==> config.mk <==
export PLATFORM = sky130hd
export DESIGN_NAME = id_ex_ctrl
export DESIGN_NICKNAME = d
export VERILOG_FILES = /design/src/rtl/id_ex_ctrl.sv
export SDC_FILE = /design/constraint.sdc
export NUM_CORES = 1
export LEC_CHECK = 0
export ABC_CLOCK_PERIOD_IN_PS = 2150
export CAP_MARGIN = 20
export CORE_MARGIN = 2
export CORE_UTILIZATION = 30
export CTS_CLUSTER_DIAMETER = 40
export DETAILED_ROUTE_END_ITERATION = 12
export PLACE_DENSITY = 0.68
export SETUP_SLACK_MARGIN = 0.4
export SYNTH_ARGS = -nofsm -noshare
export SYNTH_HDL_FRONTEND = slang
export SYNTH_SLANG_ARGS = --single-unit
==> constraint.sdc <==
create_clock -name clk -period 2.15 [get_ports clk]
set_input_delay 0.43 -clock clk [delete_from_list [all_inputs] [get_ports clk]]
set_output_delay 0.43 -clock clk [all_outputs]
set_load 0.02 [all_outputs]
==> src/rtl/id_ex_ctrl.sv <==
// id_ex_ctrl: IR latch, ALU-control decode and ID->EX->WB staging for the
// 3-stage MIPS32 datapath, with stall/flush and illegal-instruction count.
module id_ex_ctrl (
    input  logic        clk,
    input  logic        reset_n,
    input  logic [31:0] ibus,
    input  logic        stall,
    input  logic        flush,
    output logic [31:0] Asel,
    output logic [31:0] Bsel,
    output logic        I,
    output logic [2:0]  S,
    output logic        Cin,
    output logic        ex_valid,
    output logic        ex_illegal,
    output logic [31:0] Dsel,
    output logic        wb_valid,
    output logic [7:0]  illegal_cnt
);

    logic [31:0] ir;
    logic [4:0]  ex_dest;

    logic        d_i;
    logic [2:0]  d_s;
    logic        d_cin;
    logic        d_valid;
    logic        d_illegal;
    logic [4:0]  d_dest;

    // Register selects come straight from IR, legal or not.
    assign Asel = 32'h1 << ir[25:21];
    assign Bsel = 32'h1 << ir[20:16];

    // Decode IR into ALU controls; unmatched nonzero words are illegal.
    always_comb begin
        d_i       = 1'b0;
        d_s       = 3'b111;
        d_cin     = 1'b0;
        d_valid   = 1'b0;
        d_illegal = 1'b0;
        d_dest    = ir[20:16];
        if (ir != 32'h0) begin
            if (ir[31:26] == 6'b000000) begin
                d_dest  = ir[15:11];
                d_valid = 1'b1;
                case (ir[5:0])
                    6'b000011: d_s = 3'b010;
                    6'b000010: begin d_s = 3'b011; d_cin = 1'b1; end
                    6'b000001: d_s = 3'b000;
                    6'b000111: d_s = 3'b110;
                    6'b000100: d_s = 3'b100;
                    default: begin d_valid = 1'b0; d_illegal = 1'b1; end
                endcase
            end else begin
                d_i     = 1'b1;
                d_valid = 1'b1;
                case (ir[31:26])
                    6'b000011: d_s = 3'b010;
                    6'b000010: begin d_s = 3'b011; d_cin = 1'b1; end
                    6'b000001: d_s = 3'b000;
                    6'b001111: d_s = 3'b110;
                    6'b001100: d_s = 3'b100;
                    default: begin d_i = 1'b0; d_valid = 1'b0; d_illegal = 1'b1; end
                endcase
            end
            if (d_illegal) d_s = 3'b111;
        end
    end

    // IR: flush beats stall, otherwise follow fetch.
    always_ff @(posedge clk or negedge reset_n) begin
        if (!reset_n)   ir <= 32'h0;
        else if (flush) ir <= 32'h0;
        else if (!stall) ir <= ibus;
    end

    // EX stage: freezes on stall, ignores flush.
    always_ff @(posedge clk or negedge reset_n) begin
        if (!reset_n) begin
            I          <= 1'b0;
            S          <= 3'b111;
            Cin        <= 1'b0;
            ex_valid   <= 1'b0;
            ex_illegal <= 1'b0;
            ex_dest    <= 5'd0;
        end else if (!stall) begin
            I          <= d_i;
            S          <= d_s;
            Cin        <= d_cin;
            ex_valid   <= d_valid;
            ex_illegal <= d_illegal;
            ex_dest    <= d_dest;
        end
    end

    // WB stage: a stall injects a bubble so a held EX op writes back once.
    always_ff @(posedge clk or negedge reset_n) begin
        if (!reset_n) begin
            wb_valid <= 1'b0;
            Dsel     <= 32'h0;
        end else if (stall) begin
            wb_valid <= 1'b0;
            Dsel     <= 32'h0;
        end else begin
            wb_valid <= ex_valid;
            Dsel     <= ex_valid ? (32'h1 << ex_dest) : 32'h0;
        end
    end

    // Saturating count of illegal words accepted into EX.
    always_ff @(posedge clk or negedge reset_n) begin
        if (!reset_n)
            illegal_cnt <= 8'd0;
        else if (!stall && d_illegal && illegal_cnt != 8'hFF)
            illegal_cnt <= illegal_cnt + 8'd1;
    end

endmodule

# [After elaboration in Yosys (flattened, before gate mapping)]
# Index checks and enable logic that the tools add are counted.
[totals] out_inout_bits=112 inputBits=36 regBits=85 word_cells=60
[classes] mux=27 n_eq_ne=12 n_reduce_logical=7 shifts=3 n_addsub=1
[op_table] operator="32-bit 2-to-1 mux" count=4
[op_table] operator="1-bit by 5-bit << shifter with 32-bit output (first input constant)" count=3
[op_table] operator="32-bit nonzero test" count=1
[op_table] operator="3-bit one-hot mux with 5 select lines" count=2
[op_table] operator="6-bit by 2-bit == test with 1-bit output (second input constant)" count=4
[op_table] operator="1-bit 2-to-1 mux" count=16
[op_table] operator="6-bit by 1-bit == test with 1-bit output (second input constant)" count=2
[op_table] operator="6-bit by 3-bit == test with 1-bit output (second input constant)" count=2
[op_table] operator="6-bit by 4-bit == test with 1-bit output (second input constant)" count=2
[op_table] operator="5-bit 2-to-1 mux" count=2
[op_table] operator="5-bit OR reduction" count=2
[op_table] operator="3-bit 2-to-1 mux" count=3
[op_table] operator="8-bit by 1-bit adder with 8-bit output (second input constant)" count=1
[op_table] operator="8-bit != test (second input constant)" count=1
[op_table] operator="6-bit zero test" count=1
[op_table] operator="1-bit logical AND" count=2
[op_table] operator="2-bit by 1-bit != test with 1-bit output (second input constant)" count=1
[op_table] operator="1-bit zero test" count=1

# [Logic depth before layout (Yosys ltp)]
# Gate-level depths: netlist of run 1.
[logic_depth] ltp_word=8 ltp_mapped=6 depth_no_buf=6

# [Worst setup path before layout of run 1]
# OpenSTA, ideal clock, no wires.
[synth_timing] kind="reg2reg" start="register ir[17]" end="register illegal_cnt[1]" stages_incl_launch_ff=7 synth_period_minus_slack_ps=2340 required_time_ps=2022 path_slack_ps=-190 n_path_buf=1 setup_ps=128 t_arrival_ps=2212 path_cell_list="dfrtp_1 buf_6 or3_4 or4_4 o31a_4 nand3b_2 mux2_1"
[synth_between] elab_chain_len=4
[synth_lines] element="from (decl)" line_no="21" text="logic [31:0] ir;"
[synth_lines] element="from (signal assigned)" line_no="75" text="else if (!stall) ir <= ibus;"
[synth_lines] element="32-bit nonzero test" line_no="43" text="if (ir != 32'h0) begin"
[synth_lines] element="1-bit 2-to-1 mux" line_no="43"
[synth_lines] element="1-bit logical AND (2 in a row)" line_no="115" text="else if (!stall && d_illegal && illegal_cnt != 8'hFF)"
[synth_lines] element="to (signal assigned)" line_no="116" text="illegal_cnt <= illegal_cnt + 8'd1;"
[synth_lines] element="to (decl)" line_no="18" text="output logic [7:0] illegal_cnt"
# No other way between the ends.
# A chain may end at the register's enable or synchronous reset.

# [Final worst setup path of run 1]
# Ends and elaborated chain as after synthesis.

==> key figures, run 1 <==
Run status
  • Status: complete, but fails checks
  • Failing checks: negative setup slack

STA
  • Sum of negative setup slack: -0.0842 ns
  • Final-report hold violation count: 0
  • Crit path time final: 2.20 ns
  • RSZ-0062 raised after global routing: true
  • Fmax: 455 MHz
  • Final critical-path share of the clock period: 102%
  • Final Worst Setup Slack: -0.0475 ns
  • Final slew viol count: 0
  • Worst-Margin Slew: 0.432 ns
  • Worst slew margin: 71.1%
  • Final Setup Violations: 3
  • Clk_skew: 0.00837 ns

Worst setup path
  • Reg2reg start: ir[17]
  • Crit path launch type: flip-flop
  • Crit. Startpoint: ir[17]
  • CP Capture Type: flip-flop
  • Worst reg2reg path depth: 5
  • Reg2reg setup slack: -0.05 ns
  • Worst-path fanout max: 7
  • Critical Path Sink: illegal_cnt[1]
  • CP required: 2.38 ns
  • Crit path kind: reg -> reg
  • Worst EP arrival: 2.43 ns
  • Reg2Reg Capture Point: illegal_cnt[1]

Global route
  • Largest net degree at the start of global routing: 54
  • GR Overflow Total: 0
  • Tot GR Track Use: 16.6%
  • Number of global-route vias before repair: 3,593
  • First-pass GRT wire length: 18.8 mm
  • Initial antenna violation count: 0

Pwr
  • Pleak: 3.19 nW
  • Max rail drop VDD: 0.369 mV
  • PwrDens: 659 nW/µm²
  • Total power: 4.56 mW

Clock tree
  • Clock Tree Buf Depth: 2
  • Clk_lat worst skew: 0.34 ns
  • Clock root cell: clkbuf_16
  • CTS tree: built
  • Num CTS Buffers: 9
  • Clock slew seen by the registers of the worst setup and hold paths: 0.07 ns
  • CTS sink count: 85
  • Htree depth: 3

Run
  • MaxCap Viol Count: 0

Placement
  • IO Port Bufs: 147
  • Routability cong.: 0.812
  • Placed wire-length estimate: 8.50 mm

Final layout
  • Ant diodes: 0
  • Layout area overhead: 75.4%
  • Share of post-route cells with drive strength above 1: 37.8%
  • Final nets: 643

Route
  • Post-DR wirelength/cell: 15.8 µm
  • Vias: 3,699
  • Drt pass-1 iters: 4
  • DR iter-0 viols: 267
  • Routed Antenna Nets: 0
  • Vias per inst: 4.72
  • Final wirelength: 12.4 mm
  • # DRC: 0

Synthesis
  • Post-synth top cells: 137 x nor2_1, 82 x dfrtp_1, 32 x mux2i_1
  • Syn Nets: 447
  • Area leader, netlist: dfrtp_1
  • Synth Warn #: 0
  • Synth Instances: 410
  • Yosys reg bits: 85
  • Top FF cell, synth: dfrtp_1
  • Async S/R FF share, synth: 100%
  • Top post-synthesis cells by area: dfrtp_1 52%, nor2_1 13%, mux2i_1 8.1%, dfstp_2 2.0%, nand2_1 1.9%
  • Top-count cell post-synth: nor2_1
  • Number of synthesized flops with an enable pin: 0
  • Yosys cell types: 51
  • Mapped Avg Cell Area: 9.62 µm²
  • Synthesized cell area: 3940 µm²
  • Post-synthesis sequential area ratio: 54.0%
  • Area share of the largest cell type after synthesis: 52.0%

Floorplanning
  • Chip width: 119 µm
  • Initial Utilization: 31.0%
  • # rows: 41
  • IO Count: 148
  • Full die area: 14,100 µm²
  • Placeable Area: 12,700 µm²
  • Chip Height: 119 µm

Min path
  • Min-delay worst type: in -> async
## sequential cells by signal, indices dropped and copies added, names as in the netlist
| signal | count |
|---|---|
| Dsel | 32 |
| Cin | 1 |
| ex_illegal | 1 |
| ir | 32 |
| I | 1 |
| illegal_cnt | 8 |
| S | 3 |
| ex_dest | 5 |
| wb_valid | 1 |
| ex_valid | 1 |
## cell families after synthesis
group / Yosys count / share of synthesized area, %
adders and majority gates: 1 / 0.317
xor gates and xnor gates: 9 / 2.00
muxes: 33 / 8.41
DFF: 85 / 54.0
and+or+nand+nor: 220 / 25.8
AOI/OAI and AO/OA: 30 / 5.84
buffers and inverters: 32 / 3.59
## power breakdown
group / switching [mW] / total, mW / internal [mW]
Clock: 0.725 / 1.55 / 0.824
Combinational: 0.606 / 1.14 / 0.536
Sequential: 0.144 / 1.87 / 1.72
## layer usage
| metal | GRT usage (%) | vias up | wire, µm |
|---|---|---|---|
| li1 | - | 1769 | - |
| met3 | 4.20 | 18 | 836 |
| met5 | 0 | - | 0 |
| met1 | 20.5 | 1761 | 4910 |
| met4 | 4.91 | 0 | 171 |
| met2 | 28.7 | 151 | 6430 |
## critical path, stage by stage (launching register included)
cell and delay, ns:
dfrtp_1 0.42, or3_4 0.40, or4_4 0.53, o31a_4 0.34, nand3b_4 0.10, mux2_4 0.30
## stage by stage
step | instances | hold slack [ns] | utilization [%] | setup WS [ns] | instance area [µm²]
final | 783 | 0.0160 | 54.4 | -0.0475 | 6920
after global routing | 783 | 0.0428 | 54.4 | -0.0836 | 6920
after CTS | 768 | 0.0145 | 50.1 | -0.00169 | 6370
after detailed placement | 739 | 0.381 | 46.0 | -0.0434 | 5850
after global placement | 739 | 0.380 | 46.0 | -0.0201 | 5850
after floorplan | 410 | 0.134 | - | -0.0578 | 4000
## how the worst min path moves through the flow
stage | end | slack (ns)
floorplan | Cin | 0.13
global placement | Dsel[26] | 0.38
detailed placement | Dsel[26] | 0.38
CTS | Dsel[26] | 0.01
global route | Dsel[26] | 0.04
finish | Dsel[26] | 0.02
## placed cells by master (no fill, tap or decap), drive strengths merged, types with 7 or more instances in the layout
master | netlist | routed
nor2 | 137 | 137
nand2 | 20 | 20
clkbuf | 17 | 9
nor3 | 10 | 10
mux2i | 32 | 32
nand3 | 13 | 13
inv | 6 | 11
nand3b | 7 | 7
dfrtp | 82 | 82
a21oi | 9 | 9
clkdlybuf4s50 | 0 | 61
buf | 9 | 130
dlygate4sd2 | 0 | 16
## repair_timing
action,in CTS,in global routing
setup endpoints to repair,99,87
pin swaps,16,30
gates resized for setup,417,109
hold buffers,0,0
setup buffers,13,15
hold endpoints to repair,0,0
## area by class of cell
| cell class | count | area (µm²) |
|---|---|---|
| multi-input cells | 293 | 2200 |
| flip-flops and latches | 85 | 2130 |
| clock inverters | 7 | 73.8 |
| inverters | 6 | 22.5 |
| clock buffers | 9 | 225 |
| repair buffers | 211 | 2050 |
| well taps | 172 | 215 |
| fillers | 1119 | 5810 |
Power figures use the tool's default switching activity.
==> inputs of run 2 (changes only) <==
Settings changed: SETUP_SLACK_MARGIN 0.4 to 0.5.
==> run 2 against run 1 <==
The flow still finishes with violations (negative setup slack). Non-clock buffer count rose by 19. Die area did not move. Final area rose by 5.1%. Sequential share of layout area fell by 1.5 points. Largest cell class unchanged. Register-to-register slack improved by 0.04 ns. Highest routed layer unchanged. Global-route usage rose by 0.19 points. Routed wire length rose by 3.0%. Sequential power barely moved. Combinational power rose by 6%. Utilization rose by 2.8 points. Total power rose by 0.62%. Via count rose by 2.7%.
==> key figures, run 2 (synthesis results as in run 1) <==
Floorplanning
  • Chip Height: 119 µm
  • Initial Utilization: 31.0%
  • Full die area: 14,100 µm²
  • # rows: 41
  • Placeable Area: 12,700 µm²
  • Chip width: 119 µm
  • IO Count: 148

Worst setup path
  • Crit. Startpoint: ir[17]
  • Worst EP arrival: 2.38 ns
  • Crit path kind: reg -> reg
  • CP Capture Type: flip-flop
  • Worst reg2reg path depth: 5
  • Reg2reg setup slack: -0.005 ns
  • Worst-path fanout max: 6
  • CP required: 2.37 ns
  • Reg2Reg Capture Point: illegal_cnt[1]
  • Crit path launch type: flip-flop
  • Reg2reg start: ir[17]

Global route
  • GR Overflow Total: 0
  • Number of global-route vias before repair: 3,802
  • Largest net degree at the start of global routing: 48
  • Initial antenna violation count: 0
  • First-pass GRT wire length: 19.1 mm
  • Tot GR Track Use: 16.8%

Final layout
  • Most frequent cells in the layout: 86 x buf_6, 81 x nor2_1, 80 x dfrtp_1
  • Flip-flop and latch area: 2130 µm²
  • Share of post-route cells with drive strength above 1: 41.6%
  • Layout area overhead: 84.4%
  • Fill count: 1,078
  • Final non-filler cell total: 802
  • Ant diodes: 0
  • Finished Core Util: 57.1%
  • Multi-input logic area: 2310 µm²
  • Final nets: 662
  • Most common cell after layout, fill and taps aside: buf_6
  • Largest registers: Dsel x32, ir x32, illegal_cnt x8

Clock tree
  • Clock Tree Buf Depth: 2
  • Num CTS Buffers: 9
  • Hold-fix buffers at CTS: 0
  • Clk_lat worst skew: 0.34 ns
  • Clock slew seen by the registers of the worst setup and hold paths: 0.07 ns
  • CTS sink count: 85
  • CTS tree: built
  • Clock root cell: clkbuf_16
  • Htree depth: 3

Pwr
  • Pleak: 3.40 nW
  • PwrDens: 631 nW/µm²
  • Total power: 4.59 mW
  • Max rail drop VDD: 0.393 mV

Placement
  • DP Cell Count: 737
  • IO Port Bufs: 147
  • Pre-CTS setup slack: -0.141 ns
  • Placed wire-length estimate: 8.58 mm
  • Routability cong.: 0.815

STA
  • Crit path time final: 2.16 ns
  • Final Worst Setup Slack: -0.00547 ns
  • Final-report hold violation count: 0
  • Worst-Margin Slew: 0.558 ns
  • Final slew viol count: 0
  • Final critical-path share of the clock period: 100%
  • Worst slew margin: 62.8%
  • Hold Slack: 0.0772 ns
  • Clk_skew: 0.00529 ns
  • Fmax: 464 MHz
  • Final Setup Violations: 1
  • RSZ-0062 raised after global routing: true

Route
  • Vias per inst: 4.74
  • Vias: 3,799
  • Drt pass-1 iters: 4
  • Post-DR wirelength/cell: 15.9 µm
  • Routed Antenna Nets: 0
  • # DRC: 0
  • Final wirelength: 12.7 mm
  • DR iter-0 viols: 287

Run status
  • Failing checks: negative setup slack
  • Status: complete, but fails checks

Run
  • MaxCap Viol Count: 0

Min path
  • Min-delay worst type: in -> async
[run 2: changes by cell type in the layout (fill, tap and decap cells not counted), sizes merged, moves of 2 or more]
cell           previous run  this run
buf                     130       149
clkinv                    2         0
clkdlybuf4s15             0         2
clkdlybuf4s50            61        33
dlygate4sd2              16        45
dlymetal6s2s              4         0
[run 2: repair_timing]
action	CTS	global route
pin swaps	19	25
resized for setup	443	158
buffers inserted	31	18
setup endpoints to repair	131	84
endpoints found under the hold margin	0	0
[run 2: area by class of cell]
type                    instances  area share, %
flip-flops and latches         85           29.4
multi-input cells             293           31.8
clock inverters                 7          0.861
well taps                     172           2.96
clock buffers                   9           3.10
repair buffers                230           31.7
inverters                       6          0.310
[run 2: worst max-delay path by stage]
stage / endpoint
after detailed placement: ex_valid
after floorplan: illegal_cnt[1]
final: illegal_cnt[1]
after global placement: illegal_cnt[1]
after CTS: illegal_cnt[1]
after global routing: ex_dest[3]
[run 2: routing by layer]
metal / global-route usage (%) / part of all wire (%) / wire, µm
met5: 0 / 0 / 0
met4: 5.80 / 1.5 / 192
met3: 4.44 / 7.7 / 978
met2: 28.5 / 50 / 6380
met1: 20.7 / 41 / 5180
[run 2: where the power goes]
part / internal [mW] / switching, mW / leakage (nW)
clock: 0.812 / 0.701 / 0.140
sequential: 1.72 / 0.143 / 1.13
combinational: 0.578 / 0.628 / 2.13
[run 2: worst max-delay path, cell delays in order, from the launching register on]
cell and delay (ns):
dfrtp_1 0.40, or3_4 0.37, or4_4 0.54, o31a_4 0.34, nand3b_4 0.09, mux2_4 0.29
[run 2: per-stage QoR]
| step | instance area (µm²) | setup TNS, ns |
|---|---|---|
| finish | 7270 | -0.00547 |
| global route | 7270 | -0.287 |
| CTS | 6530 | 0 |
| detailed placement | 5900 | -1.81 |
| global placement | 5900 | -0.595 |
| floorplan | 4070 | -0.0615 |
